===== src/rtl/cpu_pkg.sv =====
// Shared CPU datapath types: register-file clear FSM states and default geometry.
package cpu_pkg;

    typedef enum logic {
        RF_IDLE  = 1'b0,
        RF_CLEAR = 1'b1
    } rf_state_e;

    localparam int RF_WIDTH = 32;
    localparam int RF_DEPTH = 32;

endpackage


===== src/rtl/regfile_sb_bypass.sv =====
// One read port: zero-register, port W, port B, then array priority mux,
// plus pending-bit forward (a same-cycle writeback hides the pending bit).
module regfile_sb_bypass
    import cpu_pkg::*;
#(
    parameter int WIDTH     = RF_WIDTH,
    parameter int AW        = 5,
    parameter int ZERO_REG0 = 1
) (
    input  logic [AW-1:0]    rd_addr_i,
    input  logic             wr_fwd_i,
    input  logic [AW-1:0]    wr_addr_i,
    input  logic [WIDTH-1:0] wr_data_i,
    input  logic             wb_fwd_i,
    input  logic [AW-1:0]    wb_addr_i,
    input  logic [WIDTH-1:0] wb_data_i,
    input  logic [WIDTH-1:0] arr_data_i,
    input  logic             arr_pend_i,
    output logic [WIDTH-1:0] rd_data_o,
    output logic             rd_pend_o
);

    logic wr_hit;
    logic wb_hit;

    assign wr_hit = wr_fwd_i && (wr_addr_i == rd_addr_i);
    assign wb_hit = wb_fwd_i && (wb_addr_i == rd_addr_i);

    always_comb begin
        rd_data_o = arr_data_i;
        rd_pend_o = arr_pend_i && !wb_hit;
        if ((ZERO_REG0 != 0) && (rd_addr_i == '0)) begin
            rd_data_o = '0;
            rd_pend_o = 1'b0;
        end else if (wr_hit) begin
            rd_data_o = wr_data_i;
        end else if (wb_hit) begin
            rd_data_o = wb_data_i;
        end
    end

endmodule


===== src/rtl/regfile_sb.sv =====
// 2R/2W register file with write-through bypass, pending scoreboard for
// multicycle results, and a one-entry-per-cycle clear sequence.
module regfile_sb
    import cpu_pkg::*;
#(
    parameter int WIDTH     = RF_WIDTH,
    parameter int DEPTH     = RF_DEPTH,
    parameter int AW        = $clog2(DEPTH),
    parameter int ZERO_REG0 = 1
) (
    input  logic             clk,
    input  logic             rst,
    input  logic [AW-1:0]    rd_addr_1,
    input  logic [AW-1:0]    rd_addr_2,
    output logic [WIDTH-1:0] rd_data_1,
    output logic [WIDTH-1:0] rd_data_2,
    output logic             rd_pend_1,
    output logic             rd_pend_2,
    input  logic             wr_en,
    input  logic [AW-1:0]    wr_addr,
    input  logic [WIDTH-1:0] wr_data,
    input  logic             wb_en,
    input  logic [AW-1:0]    wb_addr,
    input  logic [WIDTH-1:0] wb_data,
    input  logic             iss_en,
    input  logic [AW-1:0]    iss_addr,
    input  logic             clr_req,
    output logic             busy
);

    rf_state_e        state_q, state_d;
    logic [AW-1:0]    cnt_q, cnt_d;
    logic [WIDTH-1:0] mem_q [DEPTH];
    logic [WIDTH-1:0] mem_d [DEPTH];
    logic [DEPTH-1:0] pend_q, pend_d;

    logic idle;
    logic wr_fwd, wb_fwd;
    logic wr_ok, wb_ok, iss_ok;

    // While clearing, all normal ports are inert: no state change and no bypass.
    assign idle   = (state_q == RF_IDLE);
    assign wr_fwd = idle && wr_en;
    assign wb_fwd = idle && wb_en;
    assign wr_ok  = wr_fwd && !((ZERO_REG0 != 0) && (wr_addr == '0));
    assign wb_ok  = wb_fwd && !((ZERO_REG0 != 0) && (wb_addr == '0));
    assign iss_ok = idle && iss_en && !((ZERO_REG0 != 0) && (iss_addr == '0));
    assign busy   = !idle;

    always_comb begin
        state_d = state_q;
        cnt_d   = cnt_q;
        mem_d   = mem_q;
        pend_d  = pend_q;
        case (state_q)
            RF_IDLE: begin
                // Port W applied after port B so W wins a same-address collision;
                // issue applied after writeback so a new issue keeps the bit set.
                if (wb_ok) begin
                    mem_d[wb_addr]  = wb_data;
                    pend_d[wb_addr] = 1'b0;
                end
                if (wr_ok) begin
                    mem_d[wr_addr] = wr_data;
                end
                if (iss_ok) begin
                    pend_d[iss_addr] = 1'b1;
                end
                if (clr_req) begin
                    state_d = RF_CLEAR;
                    cnt_d   = '0;
                end
            end
            RF_CLEAR: begin
                mem_d[cnt_q]  = '0;
                pend_d[cnt_q] = 1'b0;
                cnt_d         = cnt_q + AW'(1);
                if (cnt_q == AW'(DEPTH - 1)) begin
                    state_d = RF_IDLE;
                end
            end
            default: begin
                state_d = RF_IDLE;
            end
        endcase
    end

    always_ff @(posedge clk or posedge rst) begin
        if (rst) begin
            state_q <= RF_IDLE;
            cnt_q   <= '0;
            pend_q  <= '0;
            for (int i = 0; i < DEPTH; i++) begin
                mem_q[i] <= '0;
            end
        end else begin
            state_q <= state_d;
            cnt_q   <= cnt_d;
            pend_q  <= pend_d;
            mem_q   <= mem_d;
        end
    end

    regfile_sb_bypass #(.WIDTH(WIDTH), .AW(AW), .ZERO_REG0(ZERO_REG0)) u_byp_1 (
        .rd_addr_i  (rd_addr_1),
        .wr_fwd_i   (wr_fwd),
        .wr_addr_i  (wr_addr),
        .wr_data_i  (wr_data),
        .wb_fwd_i   (wb_fwd),
        .wb_addr_i  (wb_addr),
        .wb_data_i  (wb_data),
        .arr_data_i (mem_q[rd_addr_1]),
        .arr_pend_i (pend_q[rd_addr_1]),
        .rd_data_o  (rd_data_1),
        .rd_pend_o  (rd_pend_1)
    );

    regfile_sb_bypass #(.WIDTH(WIDTH), .AW(AW), .ZERO_REG0(ZERO_REG0)) u_byp_2 (
        .rd_addr_i  (rd_addr_2),
        .wr_fwd_i   (wr_fwd),
        .wr_addr_i  (wr_addr),
        .wr_data_i  (wr_data),
        .wb_fwd_i   (wb_fwd),
        .wb_addr_i  (wb_addr),
        .wb_data_i  (wb_data),
        .arr_data_i (mem_q[rd_addr_2]),
        .arr_pend_i (pend_q[rd_addr_2]),
        .rd_data_o  (rd_data_2),
        .rd_pend_o  (rd_pend_2)
    );

endmodule

===== config.mk =====
export PLATFORM = sky130hd
export DESIGN_NAME = regfile_sb
export DESIGN_NICKNAME = d
export VERILOG_FILES = /design/src/rtl/cpu_pkg.sv /design/src/rtl/regfile_sb_bypass.sv /design/src/rtl/regfile_sb.sv
export SDC_FILE = /design/constraint.sdc
export NUM_CORES = 2
export LEC_CHECK = 0
export BUFFER_PORTS_ARGS = -buffer_cell sky130_fd_sc_hd__buf_2
export CAP_MARGIN = 20
export CORE_MARGIN = 3
export CORE_UTILIZATION = 50
export DETAILED_ROUTE_END_ITERATION = 12
export PLACE_DENSITY = 0.67
export REMOVE_ABC_BUFFERS = 1
export SLEW_MARGIN = 20
export SYNTH_ARGS = -nofsm -noshare
export SYNTH_HDL_FRONTEND = slang
export SYNTH_SLANG_ARGS = --single-unit

===== constraint.sdc =====
create_clock -name clk -period 32 [get_ports clk]
set_input_delay 3.2 -clock clk [delete_from_list [all_inputs] [get_ports clk]]
set_output_delay 3.2 -clock clk [all_outputs]
set_load 0.02 [all_outputs]

# After elaboration in Yosys (flattened, before gate mapping)
# Cells that the tools add are included.
[op_classes]
add_sub_neg = 1
n_lt_le_gt_ge = 16
bitwise = 13
reduce_logical = 28
eq_ne = 6
n_mux = 45
[op_table]
columns = ["op", "n"]
rows = [
  ["$mux W1024", 3],
  ["$bwmux W1024", 2],
  ["$pmux W1024 S2", 1],
  ["$and A1024 B1024 Y1024", 1],
  ["$not A1024 Y1024", 1],
  ["$mux W32", 16],
  ["$demux W32 S5", 3],
  ["$bmux W32 S5", 2],
  ["$and A32 B32 Y32", 2],
  ["$not A32 Y32", 2],
  ["$pmux W32 S2", 1],
  ["$or A32 B32 Y32", 1],
  ["$ge A6 B6 Y1 const B", 5],
  ["$lt A5 B6 Y1 const B", 5],
  ["$not A5 Y6", 5],
  ["$logic_not A5 Y1", 5],
  ["$eq A5 B5 Y1", 4],
  ["$logic_and A1 B1 Y1", 18],
  ["$lt A6 B1 Y1 const B", 3],
  ["$demux W1 S5", 3],
  ["$ge A5 B1 Y1 const B", 3],
  ["$bmux W1 S5", 2],
  ["$pmux W5 S2", 1],
  ["$mux W1", 9],
  ["7 further kinds", 11],
]
[totals]
reg_bits = 1062
out_inout_bits = 67
word_cells = 144

# Longest topological paths before layout
[logic_depth]
word_depth = 11
ltp_mapped = 11
ltp_nobuf = 7

# Hierarchy
# Synthesis repeated with hierarchy kept, for this count alone.
[hier_totals]
cells_unflattened = 9400
hier_area_um2 = 78739.3
[modules_own_cells]
columns = ["mod", "cells_each", "instances", "seq_area_each_um2", "area_each_um2"]
rows = [
  ["regfile_sb", 9044, 1, 26575.5, 76181.8],
  ["regfile_sb_bypass", 178, 2, 0.0, 1278.7],
]

# Least setup slack after synthesis
# No wires, ideal clock.
[synth_timing]
path_kind = "input port to output port"
startpoint = "input rd_addr_2[2]"
endpoint = "output rd_data_2[10]"
t_arrival_ns = 5.005
path_slack_ns = 23.795
path_stages = 8
path_cell_list = "buf_2 buf_4 buf_4 buf_2 mux4_2 nand2_1 a32o_1 o32ai_1"
[synth_via]
elab_chain_cells = 7
elab_cells_between_ends = 12
cone_classes = "eq/ne: 2; mux: 6; bitwise: 1; reduce/logical: 3"
[synth_lines]
columns = ["element", "line", "rtl"]
rows = [
  ["from (decl)", "regfile_sb.sv:14", "input logic [AW-1:0] rd_addr_2,"],
  ["$not A5 Y6 (implied by the code)", "regfile_sb.sv:126", ".arr_data_i (mem_q[rd_addr_2]),"],
  ["$bmux W32 S5", "regfile_sb.sv:126", ""],
  ["$mux W32 (implied by the code) (2 in a row)", "regfile_sb.sv:126", ""],
  ["$mux W32", "regfile_sb_bypass.sv:37", "end else if (wb_hit) begin"],
  ["$mux W32", "regfile_sb_bypass.sv:35", "end else if (wr_hit) begin"],
  ["$mux W32 (*)", "regfile_sb_bypass.sv:32", "if ((ZERO_REG0 != 0) && (rd_addr_i == '0)) begin"],
  ["to (decl)", "regfile_sb.sv:16", "output logic [WIDTH-1:0] rd_data_2,"],
]
# Every way passes the cells marked *; elsewhere a longest branch is shown, timed or not. The select of a mux whose other input is x is not followed.

# Worst setup path after layout
[layout_timing]
startpoint = "input rd_addr_2[2]"
endpoint = "output rd_data_2[20]"
# Same word-level chain as after synthesis.

==> impl_metrics.ini <==
[floorplan]
pin_count = 162
dieHeight_um = 397
num_rows = 142
die-area_mm2 = 0.158
initial_utilization = 0.507
core_area_mm2 = 0.151
die_w_um = 397

[hold_path]
hold_path_class = reg -> reg
worstHoldPathCells = 1

[synth]
avgSynthCellArea_um2 = 10.1
synth-edff-count = 0
synth-simple-area-share = 0.0628
ys_warn_count = 0
synth_fa_ha_area_frac = 0.000818
yosys-top-cells-count = 1062 x dfrtp_1, 1045 x a21oi_1, 1017 x mux2i_1, 867 x nor2_1, 808 x a22o_1
yosysTopAreaCellShare = 0.348
ys_types = 67
synth_area_leaders = dfrtp_1 35%, mux4_2 15%, mux2i_1 13%
yosysMostFrequentCell = dfrtp_1
synthArstFlopShare = 1.00
yosysSeqAreaShare = 0.348
synthMuxAreaShare = 0.284
netlist_instances = 7588
synth_compound_area_frac = 0.245
synth_top_family_by_area = multiplexers
synth_xor_area_frac = 0.00229
netlist.top_cell.by_area = dfrtp_1
netlist_area_mm2 = 0.0764
ys_ff_latch = 1062
yosys_most_used_dff = dfrtp_1

[cts]
postCtsSetupBuffers = 0
cts_buffers = 121
ctsHoldBuffers = 0
clock_sinks = 1062
cts_tree = yes
root_buffer = clkbuf_16
clockBufferDepth = 3
htreeDepth = 3
cts_resized = 0
clk_latency_ns = 0.75
path_clk_slew_ns = 0.06

[timing]
fin_worst_skew_ns = 0.0205
setup_viol = 0
maxSlewHeadroom = 0.184
rsz0062_at_grt = false
tightest_slew_ns = 1.22
fin_crit_ns = 11.32
fmax_mhz = 88.4
fin_crit_sh = 0.354
final_hold_viol_count = 0
drv_slew = 0

[route]
vias = 70500
dr.first_iter.drc_count = 11100
viasPerCell = 7.63
wl_per_cell_um = 35.9
antenna_left = 0
drtPass1Iterations = 10
routed_wl_um = 332000
drc_errors = 0

[placed_design]
port_buffers = 161
place_hpwl_um = 184000
place_congestion = 0.993

[pwr]
p_leak_nw = 35.8
power_switching_mw = 1.86
p_seq_frac = 0.365
p_total_mw = 4.84
p_int_mw = 2.98
pwr-share-comb = 0.327
swShare = 0.385
p_clk_frac = 0.308
peakVddDrop_mv = 0.0871
p_per_area_mw_per_mm2 = 58.9

[worst_setup_path]
crit_fanout = 52
endpoint_kind = output port
start_kind = input pin
path_class = in -> out
cp.arrival_ns = 8.12
crit_required_ns = 28.80
r2r_cells = 8

[finish]
fillers = 12900
nNetsFinal = 7203
drive_above_1_share = 0.166
syn2layout_area_growth_pct = 7.40
final_util = 0.544

[grt]
grt_max_degree = 177
grt_pass1_wl_um = 478000
antenna_found_initial = 20
grtUsageTotal = 0.410
grt_overflow = 0
grt_pass1_vias = 66600

[run_status]
status = completed

[run]
maxCapViolCount = 0
==> final timing paths <==
| check | slack (ns) | end | start |
|---|---|---|---|
| worst max-delay path | 20.68 | rd_data_2[20] | rd_addr_2[2] |
| max in group asynchronous | 25.25 | mem_q[699] | rst |
| worst max register to register | 27.67 | mem_q[750] | busy |
| worst min register to register | 0.50 | mem_q[1014] | mem_q[1014] |
| min in group asynchronous | 2.60 | mem_q[425] | rst |
| worst min-delay path | 0.50 | mem_q[1014] | mem_q[1014] |
==> metal layers <==
metal  up-vias  part of all wire  GRT usage
met1     34900              0.36      0.537
met3      1427              0.15      0.153
met4        14             0.081      0.267
met5         -           0.00028          0
met2      6110              0.41      0.568
li1      28000                 -          -
==> registers in the layout (all words and copies together), names as in the netlist <==
signal,count
mem_q,1024
busy,1
pend_q,32
cnt_q,5
==> layout make-up <==
class	count	area, um^2	area share
multi-input cells	5535	46200	0.563
clock buffers	190	3690	0.0450
inverters	16	75.1	0.000914
well taps	2016	2520	0.0307
repair buffers	367	2520	0.0307
flip-flops and latches	1062	26600	0.324
diodes	14	35.0	0.000427
clock inverters	36	443	0.00540
==> power groups by stage <==
| stage | sequential [mW] | combinational [mW] | clock (mW) |
|---|---|---|---|
| floorplan | 1.71 | 0.934 | 0 |
| global placement | 1.76 | 1.48 | 0 |
| detailed placement | 1.78 | 1.51 | 0 |
| CTS | 1.76 | 1.52 | 1.49 |
| finish | 1.77 | 1.58 | 1.49 |
| global route | 1.79 | 1.64 | 1.54 |
==> through the flow <==
stage / setup TNS, ns / hold WS [ns] / worst slack [ns] / instance area, um^2 / cells
floorplan: -1161.71 / 0.467 / -1.09 / 72100 / 6613
global placement: 0 / 0.484 / 20.93 / 77900 / 8995
detailed placement: 0 / 0.491 / 20.92 / 77900 / 8996
CTS: 0 / 0.509 / 20.92 / 82100 / 9222
global route: 0 / 0.523 / 20.60 / 82100 / 9223
finish: 0 / 0.504 / 20.68 / 82100 / 9236
==> worst max-delay path, cell delays in order <==
cell and delay, ns:
buf_8 0.40, buf_4 0.68, buf_4 0.81, buf_4 0.77, mux4_2 0.34, mux2i_1 0.07, a22o_1 0.39, nor4_1 0.33
a21oi_1 0.09, a21oi_1 0.59, buf_2 0.29
==> layout by cell type (no fill, tap or decap), types with 16 or more instances in the layout <==
| master | count |
|---|---|
| a21oi_1 | 1039 |
| a221oi_1 | 16 |
| a22o_1 | 808 |
| a22oi_1 | 150 |
| and2_1 | 37 |
| buf_2 | 155 |
| buf_4 | 196 |
| clkbuf_1 | 33 |
| clkbuf_16 | 125 |
| clkbuf_8 | 32 |
| clkinv_2 | 22 |
| dfrtp_1 | 1061 |
| mux2i_1 | 1017 |
| mux4_2 | 510 |
| nand2_1 | 67 |
| nand2_2 | 36 |
| nand3_1 | 28 |
| nor2_1 | 843 |
| nor2_4 | 22 |
| nor2b_1 | 25 |
| o21ai_0 | 385 |
| o21ai_1 | 85 |
| o22ai_1 | 18 |
| o2bb2ai_1 | 194 |
==> cells by family (layout without fill, tap and decap cells) <==
group / Yosys count / after routing
other: 0 / 14
multiplexers: 1532 / 1532
AO/OA/AOI/OAI: 2827 / 2827
XOR/XNOR: 20 / 20
buffers and inverters: 991 / 609
AND/OR/NAND/NOR: 1151 / 1151
flip-flops: 1062 / 1062
adder cells (fa/ha/maj): 5 / 5
Power figures use the tool's default switching activity.
